<file path="src/rtl/frame_scanout.sv">
// Raster scan-out for a 4-bit palette-index frame buffer with VGA timing; pins lag the counters by 2 clks.
// Optional page flipping at vblank when DOUBLE_BUFFER_EN is defined.
module frame_scanout #(
    parameter int H_VIS  = 640,
    parameter int H_FP   = 16,
    parameter int H_SYNC = 96,
    parameter int H_BP   = 48,
    parameter int V_VIS  = 480,
    parameter int V_FP   = 10,
    parameter int V_SYNC = 2,
    parameter int V_BP   = 33,
    parameter int ADDR_W = 20
) (
    input  logic              Clk,
    input  logic              Reset,
    output logic [ADDR_W-1:0] r_addr,
    input  logic [3:0]        rdata,
    output logic [3:0]        pixel_idx,
    output logic              VGA_HS,
    output logic              VGA_VS,
    output logic              VGA_BLANK_N,
    output logic              vblank_start,
    input  logic              swap_req,
    output logic              swap_ack,
    output logic              front_sel
);
    localparam int H_TOT     = H_VIS + H_FP + H_SYNC + H_BP;
    localparam int V_TOT     = V_VIS + V_FP + V_SYNC + V_BP;
    localparam int FB_PIXELS = H_VIS * V_VIS;
    localparam int HC_W      = $clog2(H_TOT);
    localparam int VC_W      = $clog2(V_TOT);
    localparam int AC_W      = $clog2(FB_PIXELS + 1);

    localparam logic [HC_W-1:0] H_LAST   = HC_W'(H_TOT - 1);
    localparam logic [HC_W-1:0] H_VIS_C  = HC_W'(H_VIS);
    localparam logic [HC_W-1:0] HS_BEG   = HC_W'(H_VIS + H_FP);
    localparam logic [HC_W-1:0] HS_END   = HC_W'(H_VIS + H_FP + H_SYNC);
    localparam logic [VC_W-1:0] V_LAST   = VC_W'(V_TOT - 1);
    localparam logic [VC_W-1:0] V_VIS_C  = VC_W'(V_VIS);
    localparam logic [VC_W-1:0] V_VLAST  = VC_W'(V_VIS - 1);
    localparam logic [VC_W-1:0] VS_BEG   = VC_W'(V_VIS + V_FP);
    localparam logic [VC_W-1:0] VS_END   = VC_W'(V_VIS + V_FP + V_SYNC);

    logic [HC_W-1:0]   r_h_cnt;
    logic [VC_W-1:0]   r_v_cnt;
    logic [AC_W-1:0]   r_addr_cnt;
    logic              r_vis_b;
    logic              r_hs_b;
    logic              r_vs_b;

    logic              w_h_last;
    logic              w_v_last;
    logic              w_vis_a;
    logic              w_hs_a;
    logic              w_vs_a;
    logic              w_vb_edge;
    logic [ADDR_W-1:0] w_base;

    assign w_h_last  = (r_h_cnt == H_LAST);
    assign w_v_last  = (r_v_cnt == V_LAST);
    assign w_vis_a   = (r_h_cnt < H_VIS_C) && (r_v_cnt < V_VIS_C);
    assign w_hs_a    = !((r_h_cnt >= HS_BEG) && (r_h_cnt < HS_END));
    assign w_vs_a    = !((r_v_cnt >= VS_BEG) && (r_v_cnt < VS_END));
    assign w_vb_edge = w_h_last && (r_v_cnt == V_VLAST);
    assign w_base    = front_sel ? ADDR_W'(FB_PIXELS) : '0;

    // Stage A counters and address, stage B alignment, stage C pins.
    always_ff @(posedge Clk) begin
        if (Reset) begin
            r_h_cnt      <= '0;
            r_v_cnt      <= '0;
            r_addr_cnt   <= '0;
            r_addr       <= '0;
            r_vis_b      <= 1'b0;
            r_hs_b       <= 1'b1;
            r_vs_b       <= 1'b1;
            pixel_idx    <= '0;
            VGA_HS       <= 1'b1;
            VGA_VS       <= 1'b1;
            VGA_BLANK_N  <= 1'b0;
            vblank_start <= 1'b0;
        end else begin
            r_h_cnt <= w_h_last ? '0 : r_h_cnt + HC_W'(1);
            if (w_h_last) begin
                r_v_cnt <= w_v_last ? '0 : r_v_cnt + VC_W'(1);
            end
            if (w_h_last && w_v_last) begin
                r_addr_cnt <= '0;
            end else if (w_vis_a) begin
                r_addr_cnt <= r_addr_cnt + AC_W'(1);
            end
            if (w_vis_a) begin
                r_addr <= w_base + ADDR_W'(r_addr_cnt);
            end
            r_vis_b      <= w_vis_a;
            r_hs_b       <= w_hs_a;
            r_vs_b       <= w_vs_a;
            pixel_idx    <= r_vis_b ? rdata : 4'h0;
            VGA_HS       <= r_hs_b;
            VGA_VS       <= r_vs_b;
            VGA_BLANK_N  <= r_vis_b;
            vblank_start <= w_vb_edge;
        end
    end

`ifdef DOUBLE_BUFFER_EN
    logic r_front;
    logic r_ack;

    // The flip lands in vblank, so the new base is first used at address 0 of the next frame.
    always_ff @(posedge Clk) begin
        if (Reset) begin
            r_front <= 1'b0;
            r_ack   <= 1'b0;
        end else begin
            r_ack <= w_vb_edge && swap_req;
            if (w_vb_edge && swap_req) begin
                r_front <= ~r_front;
            end
        end
    end

    assign front_sel = r_front;
    assign swap_ack  = r_ack;
`else
    logic w_unused_swap_req;

    assign w_unused_swap_req = swap_req;
    assign front_sel         = 1'b0;
    assign swap_ack          = 1'b0;
`endif

endmodule
</file>
<file path="config.mk">
export PLATFORM = sky130hd
export DESIGN_NAME = frame_scanout
export DESIGN_NICKNAME = d
export VERILOG_FILES = /design/src/rtl/frame_scanout.sv
export SDC_FILE = /design/constraint.sdc
export NUM_CORES = 1
export LEC_CHECK = 0
export BUFFER_PORTS_ARGS = -buffer_cell sky130_fd_sc_hd__buf_2
export CAP_MARGIN = 25
export CORE_UTILIZATION = 37
export DETAILED_ROUTE_END_ITERATION = 8
export SLEW_MARGIN = 20
export SYNTH_ARGS = -nofsm -noshare
export SYNTH_HDL_FRONTEND = slang
export SYNTH_SLANG_ARGS = --single-unit
</file>
<file path="constraint.sdc">
create_clock -name Clk -period 2.4 [get_ports Clk]
set_input_delay 0.24 -clock Clk [delete_from_list [all_inputs] [get_ports Clk]]
set_output_delay 0.24 -clock Clk [all_outputs]
set_load 0.005 [all_outputs]
</file>
==> results of run 1 <==
[stage by stage]
step,util (%),area (µm²),setup WS [ps],instances
floorplan,-,2914,408.8,339
global placement,42.37,3139,339.5,454
detailed placement,42.37,3139,321.4,454
CTS,45.28,3354,300.6,470
global route,45.28,3354,139.6,470
finish,45.28,3354,302.1,470
[logic make-up (layout without fill, tap and decap cells)]
kind of cell,after synthesis,after routing
compound gates,60,60
other cells,1,3
fa+ha+maj,5,5
buf+inv,29,61
simple gates,156,156
xor+xnor,17,17
flops,69,69
[path summary, 6_finish.rpt]
check / end / cells past startpoint / start
setup / recovery: r_v_cnt[7] / 5 / r_h_cnt[0]
hold / removal: pixel_idx[3] / 2 / rdata[3]
setup reg to reg: r_v_cnt[7] / 5 / r_h_cnt[0]
hold reg to reg: VGA_HS / 1 / r_hs_b
[Yosys cell counts (2+ instances only)]
library cell,instances,area (µm²)
clkbuf_1,11,41.29
a21oi_1,38,190.2
and3_1,3,18.77
o21ai_0,9,45.04
dfxtp_1,69,1381
or4_1,10,75.07
o31ai_1,8,60.06
or3_1,11,68.82
xor2_1,6,52.55
inv_1,9,33.78
or4_4,2,22.52
nor2_1,21,78.83
nand4_1,7,43.79
or2_2,2,12.51
ha_1,5,62.56
xnor2_1,11,96.34
nand3_1,14,70.07
nor3_1,5,25.02
nor4b_1,2,17.52
buf_2,4,20.02
and4_1,3,26.28
buf_6,2,22.52
and2_1,5,31.28
buf_4,3,22.52
nor4_1,4,25.02
nand2_1,57,214.0
[registers in the layout (all words and copies together), names as in the netlist]
name          count
r_v_cnt          10
r_vis_b           1
r_hs_b            1
pixel_idx         4
r_addr           19
r_addr_cnt       19
VGA_HS            1
r_h_cnt          10
VGA_BLANK_N       1
VGA_VS            1
vblank_start      1
r_vs_b            1
[metal layers]
metal	GRT usage [%]	vias up	part of all wire (%)
li1	-	1233	-
met2	23.74	32	44
met1	18.93	1081	50
met5	0	-	0
met4	7.258	0	1.9
met3	3.788	11	3.4
[final cells by class]
type                    count  area (µm²)
clock inverters             6       87.58
clock buffers              10       127.6
flip-flops and latches     69        1381
well taps                  99       123.9
multi-input cells         241        1398
repair buffers             36       202.7
inverters                   9       33.78
fillers                   746        4054
[critical path, delay by kind of cell (launching register included)]
| kind | cells | cell delay (ps) |
|---|---|---|
| compound gates | 1 | 130 |
| fa+ha+maj | 1 | 250 |
| flops | 1 | 400 |
| simple gates | 3 | 1250 |
[cells in the final DEF (no fill, tap or decap), types with 2 or more instances in the layout]
master,n
conb_1,3
clkinv_4,2
nor4_1,4
nor2_1,21
or4_1,10
o21ai_0,9
xor2_1,6
nand3_1,14
bufinv_16,2
clkinv_2,2
dfxtp_1,69
inv_1,9
nor4b_1,2
ha_1,5
or4_4,2
buf_2,32
o31ai_1,8
buf_4,3
and2_1,5
nand2_1,57
xnor2_1,11
and4_1,3
a21oi_1,38
or3_1,11
clkbuf_8,9
and3_1,3
nor3_1,4
nand4_1,7
or2_2,2
[power groups by stage]
stage / clock, µW / combinational, µW / sequential [µW]
global route: 1130 / 68.3 / 1170
CTS: 1070 / 62.0 / 1170
detailed placement: 0 / 62.0 / 1200
floorplan: 0 / 42.1 / 1200
global placement: 0 / 61.5 / 1200
finish: 1040 / 60.4 / 1170
==> key figures, run 1 <==
Synthesis
  – Asr flop ratio synth: 0%
  – Cells after Synth: 337
  – Seq/Total Area, Yosys: 47.52%
  – Post-synth cell types: 42
  – Syn. warnings: 0
  – Mapped Area: 2907 µm²
  – Post-Synth Adder-Cell Area: 2.152%
  – Xor/xnor share of the synthesized area: 5.123%
  – EDFF count, synth: 0
  – Synth Register Bits: 69
  – Post-synthesis mux area share: 0%
  – Post-Synth Simple-Gate Area: 28.20%
  – Syn_area_per_cell: 8.625 µm²
  – Synth Area in Compound Gates: 12.05%
  – Largest family of logic cells by synthesized area: simple AND/OR/NAND/NOR gates
  – Ys flop type: dfxtp_1

Floorplanning
  – FP Rows: 31
  – # IOs: 37
  – DIE WIDTH: 90.63 µm
  – Die H: 90.63 µm
  – Core Region: 7408 µm²
  – Die ar.: 8214 µm²
  – Initial Util: 39.23%

STA
  – Period minus WS final: 2098 ps
  – Worst-Margin Slew: 595.4 ps
  – Clock skew: 15.19 ps
  – RSZ-0062 raised after global routing: no
  – Max frequency: 476.7 MHz
  – Setup Viol. Count Final: 0
  – Slew margin rel.: 60.31%
  – Max-slew violations: 0
  – Hold WS: 91.68 ps
  – Setup TNS: 0 ps
  – Final hold vios: 0
  – Final period utilization: 87.41%

Placed design
  – Buffers on Ports: 32
  – Routability cong.: 0.7577
  – DP HPWL: 3.828 mm

Critical path
  – Critical path launch point type: register
  – Slowest stage delay, CP: 680 ps
  – Slowest cell on crit path: or4_1
  – Crit-path cells: ha_1, nand4_1, or4_1, or3_1, a21oi_1
  – CP required: 2680 ps
  – Setup Crit Path Kind: register to register
  – Crit path DAT: 2380 ps
  – Endpoint type of the worst setup path: register
  – CP max FO: 6
  – R2r setup slk: 300 ps

Drt
  – WL final: 5.757 mm
  – DRC errors left: 0
  – Post-DR vias/cell: 5.015
  – Final antenna-violating net count: 0
  – Drt initial violations: 104
  – Vias: 2357
  – DR pass1 iterations: 4
  – Mean routed wirelength per cell: 12.25 µm

Pwr
  – Worst vdd ir: 0.0002638 V
  – Tot Pwr: 2277 µW
  – Clock Power Share: 45.9%
  – Sequential power share: 51.5%
  – PwrDens: 678.8 nW/µm²
  – Pint: 1770 µW
  – Sw Ratio: 22.28%
  – Part of the power in combinational logic: 2.7%
  – NetSw: 507.4 µW
  – Static Leak: 0.001196 µW

Clock tree
  – CTS Buf Count: 9
  – Htree depth: 3
  – Post-CTS Setup Inserts: 0
  – Post-CTS Hold Buffers: 0
  – Root buf cell: clkbuf_8
  – Clk slew on worst S/H paths: 80 ps
  – Clk_lat worst skew: 350 ps
  – Num Clock Sinks: 69
  – CTS resizes: 0
  – CTS tree: built
  – Clock tree buffer depth: 2

Cells and area
  – Inserted Diodes: 0
  – Layout cells sized above 1: 16.17%
  – Nets: 378
  – Area Overhead vs Synth: 15.41%

Outcome
  – Outcome: complete, no violations

Global routing
  – Total GRT Usage: 15.00%
  – Vias in the first global route: 2157
  – Initial antenna violation count: 0
  – GR Overflow Total: 0
  – First-pass GRT wire length: 9.818 mm
  – Largest net degree at the start of global routing: 32

Hold path
  – HP Class: primary input to register

Flow run
  – Max_cap viols: 0
(Power assumes the default switching activity.)
==> inputs of run 2 (changes only) <==
--- a/config.mk
+++ b/config.mk
@@ -9,6 +9,7 @@
 export CAP_MARGIN = 25
 export CORE_UTILIZATION = 37
 export DETAILED_ROUTE_END_ITERATION = 8
+export RECOVER_POWER = 25
 export SLEW_MARGIN = 20
 export SYNTH_ARGS = -nofsm -noshare
 export SYNTH_HDL_FRONTEND = slang
==> run 2 against run 1 <==
  * Global-route usage is the same
  * First-iteration DRC count fell by 2.9%
  * Combinational power shrank 0.8%
  * Largest cell class unchanged
  * Count of clock-buffer cells in the layout unchanged
  * Cell area fell by 0.15%
  * Total power increased by 0.20%
  * Clock power about the same
  * Critical endpoint unchanged
  * Sequential share of layout area rose by 0.062 points
  * Routed wire length grew 0.43%
  * Fmax about the same
  * Sequential power hardly changed
  * Worst setup slack is essentially flat
==> key figures, run 2 (same netlist as run 1, synthesis figures left out) <==
Outcome
  – Outcome: complete, no violations

Drt
  – Mean routed wirelength per cell: 12.30 µm (+0.43%)
  – DR pass1 iterations: 4 (unchanged)
  – Post-DR vias/cell: 5.017 (about the same)
  – Final antenna-violating net count: 0 (unchanged)
  – Vias: 2358 (+0.042%)
  – Drt initial violations: 101 (-2.9%)
  – WL final: 5.782 mm (+0.43%)
  – DRC errors left: 0 (unchanged)

Clock tree
  – Clk_lat worst skew: 360 ps (about the same)
  – CTS resizes: 0 (unchanged)
  – Clock tree buffer depth: 2 (unchanged)
  – Num Clock Sinks: 69 (unchanged)
  – CTS Buf Count: 9 (unchanged)
  – Clk slew on worst S/H paths: 80 ps (about the same)
  – Root buf cell: clkbuf_8
  – Post-CTS Hold Buffers: 0 (unchanged)
  – Htree depth: 3 (unchanged)
  – CTS tree: built
  – Post-CTS Setup Inserts: 0 (unchanged)

STA
  – Clock skew: 15.33 ps (+0.1380 ps)
  – Setup TNS: 0 ps (unchanged)
  – Setup Viol. Count Final: 0 (unchanged)
  – Worst-Margin Slew: 1423 ps (+828.0 ps)
  – Max frequency: 476.6 MHz (about the same)
  – Max-slew violations: 0 (unchanged)
  – Setup WS post-layout: 302.0 ps (-0.1130 ps)
  – Slew margin rel.: 5.110% (-55 points)
  – Hold WS: 84.83 ps (-6.852 ps)
  – RSZ-0062 raised after global routing: no
  – Final period utilization: 87.42% (about the same)
  – Period minus WS final: 2098 ps (+0.1130 ps)
  – Final hold vios: 0 (unchanged)

Cells and area
  – Commonest non-fill, non-tap cells in the layout: 69 x dfxtp_1, 57 x nand2_1, 38 x a21oi_1
  – Layout cells sized above 1: 15.09% (-1.1 points)
  – Filler cells: 749 (+0.40%)
  – Inserted Diodes: 0 (unchanged)
  – Area Overhead vs Synth: 15.24%
  – Nets: 378 (unchanged)
  – Commonest non-fill, non-tap cell in the layout: dfxtp_1
  – Top flop regs: r_addr (19), r_addr_cnt (19)

Pwr
  – PwrDens: 681.2 nW/µm² (+0.35%)
  – Clock Power Share: 46.0% (about the same)
  – Static Leak: 0.001185 µW (-0.93%)
  – NetSw: 512.5 µW (+1.0%)
  – Pint: 1769 µW (about the same)
  – Worst vdd ir: 0.0002637 V (about the same)
  – Sw Ratio: 22.46% (+0.18 points)
  – Sequential power share: 51.4% (about the same)
  – Part of the power in combinational logic: 2.6% (about the same)

Critical path
  – CP required: 2690 ps (about the same)
  – Setup Crit Path Kind: register to register
  – R2r setup slk: 300 ps (about the same)
  – Critical path launch point type: register
  – Slowest cell on crit path: or4_1
  – Crit-path cells: ha_1, nand4_1, or4_1, or3_1, a21oi_1
  – Endpoint type of the worst setup path: register
  – Cells on worst reg2reg path: 5 (unchanged)
  – Slowest stage delay, CP: 680 ps (about the same)
  – Capturing point of the worst reg2reg path: r_v_cnt[7]
  – Worst R2R Start: r_h_cnt[0]
  – Crit path DAT: 2390 ps (about the same)
  – CP max FO: 6 (unchanged)

Placed design
  – Buffers on Ports: 32 (unchanged)
  – Dpl ws: 321.4 ps (unchanged)
  – Routability cong.: 0.7577 (unchanged)
  – DP HPWL: 3.828 mm (unchanged)

Floorplanning
  – Die ar.: 8214 µm² (unchanged)
  – FP Rows: 31 (unchanged)
  – Core Region: 7408 µm² (unchanged)
  – Initial Util: 39.23% (unchanged)
  – # IOs: 37 (unchanged)
  – DIE WIDTH: 90.63 µm (unchanged)
  – Die H: 90.63 µm (unchanged)

Global routing
  – Largest net degree at the start of global routing: 32 (unchanged)
  – GR Overflow Total: 0 (unchanged)
  – Total GRT Usage: 15.00% (unchanged)
  – Initial antenna violation count: 0 (unchanged)
  – Vias in the first global route: 2157 (unchanged)
  – First-pass GRT wire length: 9.818 mm (unchanged)

Flow run
  – Max_cap viols: 0 (unchanged)

Hold path
  – HP Class: primary input to register
  – Worst hold path startpoint: rdata[3]
  – Hold Path Stages: 2 (unchanged)
  – Hold endpoint: pixel_idx[3]
run 2: changes by cell type in the layout (fill, tap and decap cells not counted):
cell | before | now
and2_0 | 0 | 3
and2_1 | 5 | 2
buf_2 | 32 | 28
clkbuf_1 | 1 | 5
run 2: worst max-delay path, delay by kind of cell, from the launching register on:
family	cells	cell delay (ps)
AOI/OAI and AO/OA	1	130
adders and majority gates	1	250
DFF	1	400
and+or+nand+nor	3	1250
run 2: final cells by class:
type	count	area, µm²	share of cell area (%)
sequential	69	1381	41.24
tap	99	123.9	3.698
clock buffer	10	127.6	3.810
clock inverter	6	87.58	2.615
inverter	9	33.78	1.009
multi-input combinational	241	1398	41.73
timing repair buffer	36	197.7	5.902
run 2: worst max-delay path by stage:
stage	startpoint	to	slack, ps	cells after the start
2_1_floorplan	r_v_cnt[6]	r_addr_cnt[16]	410	7
3_3_place_gp	r_h_cnt[0]	r_v_cnt[9]	340	5
3_5_place_dp	r_h_cnt[0]	r_v_cnt[7]	320	5
4_1_cts	r_h_cnt[0]	r_v_cnt[7]	300	5
5_1_grt	r_h_cnt[0]	r_v_cnt[9]	140	5
6_report	r_h_cnt[0]	r_v_cnt[7]	300	5
run 2: per-layer routing:
metal  track usage [%]  vias up  routed length [µm]
met5                 0        -                   0
met4             7.258        0                 100
met3             3.788       10                 199
met2             23.74       30                2584
met1             18.93     1084                2897
li1                  -     1234                   -
run 2: metrics by stage:
step	area, µm²	util (%)	power (µW)	instances
3_3_place_gp	3139	42.37	1260	454
3_5_place_dp	3139	42.37	1261	454
5_1_grt	3349	45.21	2375	470
6_report	3349	45.21	2282	470
4_1_cts	3354	45.28	2309	470
2_1_floorplan	2914	-	1240	339
run 2: power by group through the flow:
stage	combinational [µW]	clock (µW)	sequential (µW)
after floorplan	42.1	0	1200
after global placement	61.5	0	1200
after detailed placement	62.0	0	1200
after CTS	62.0	1070	1170
after global routing	67.8	1130	1170
final	59.9	1050	1170
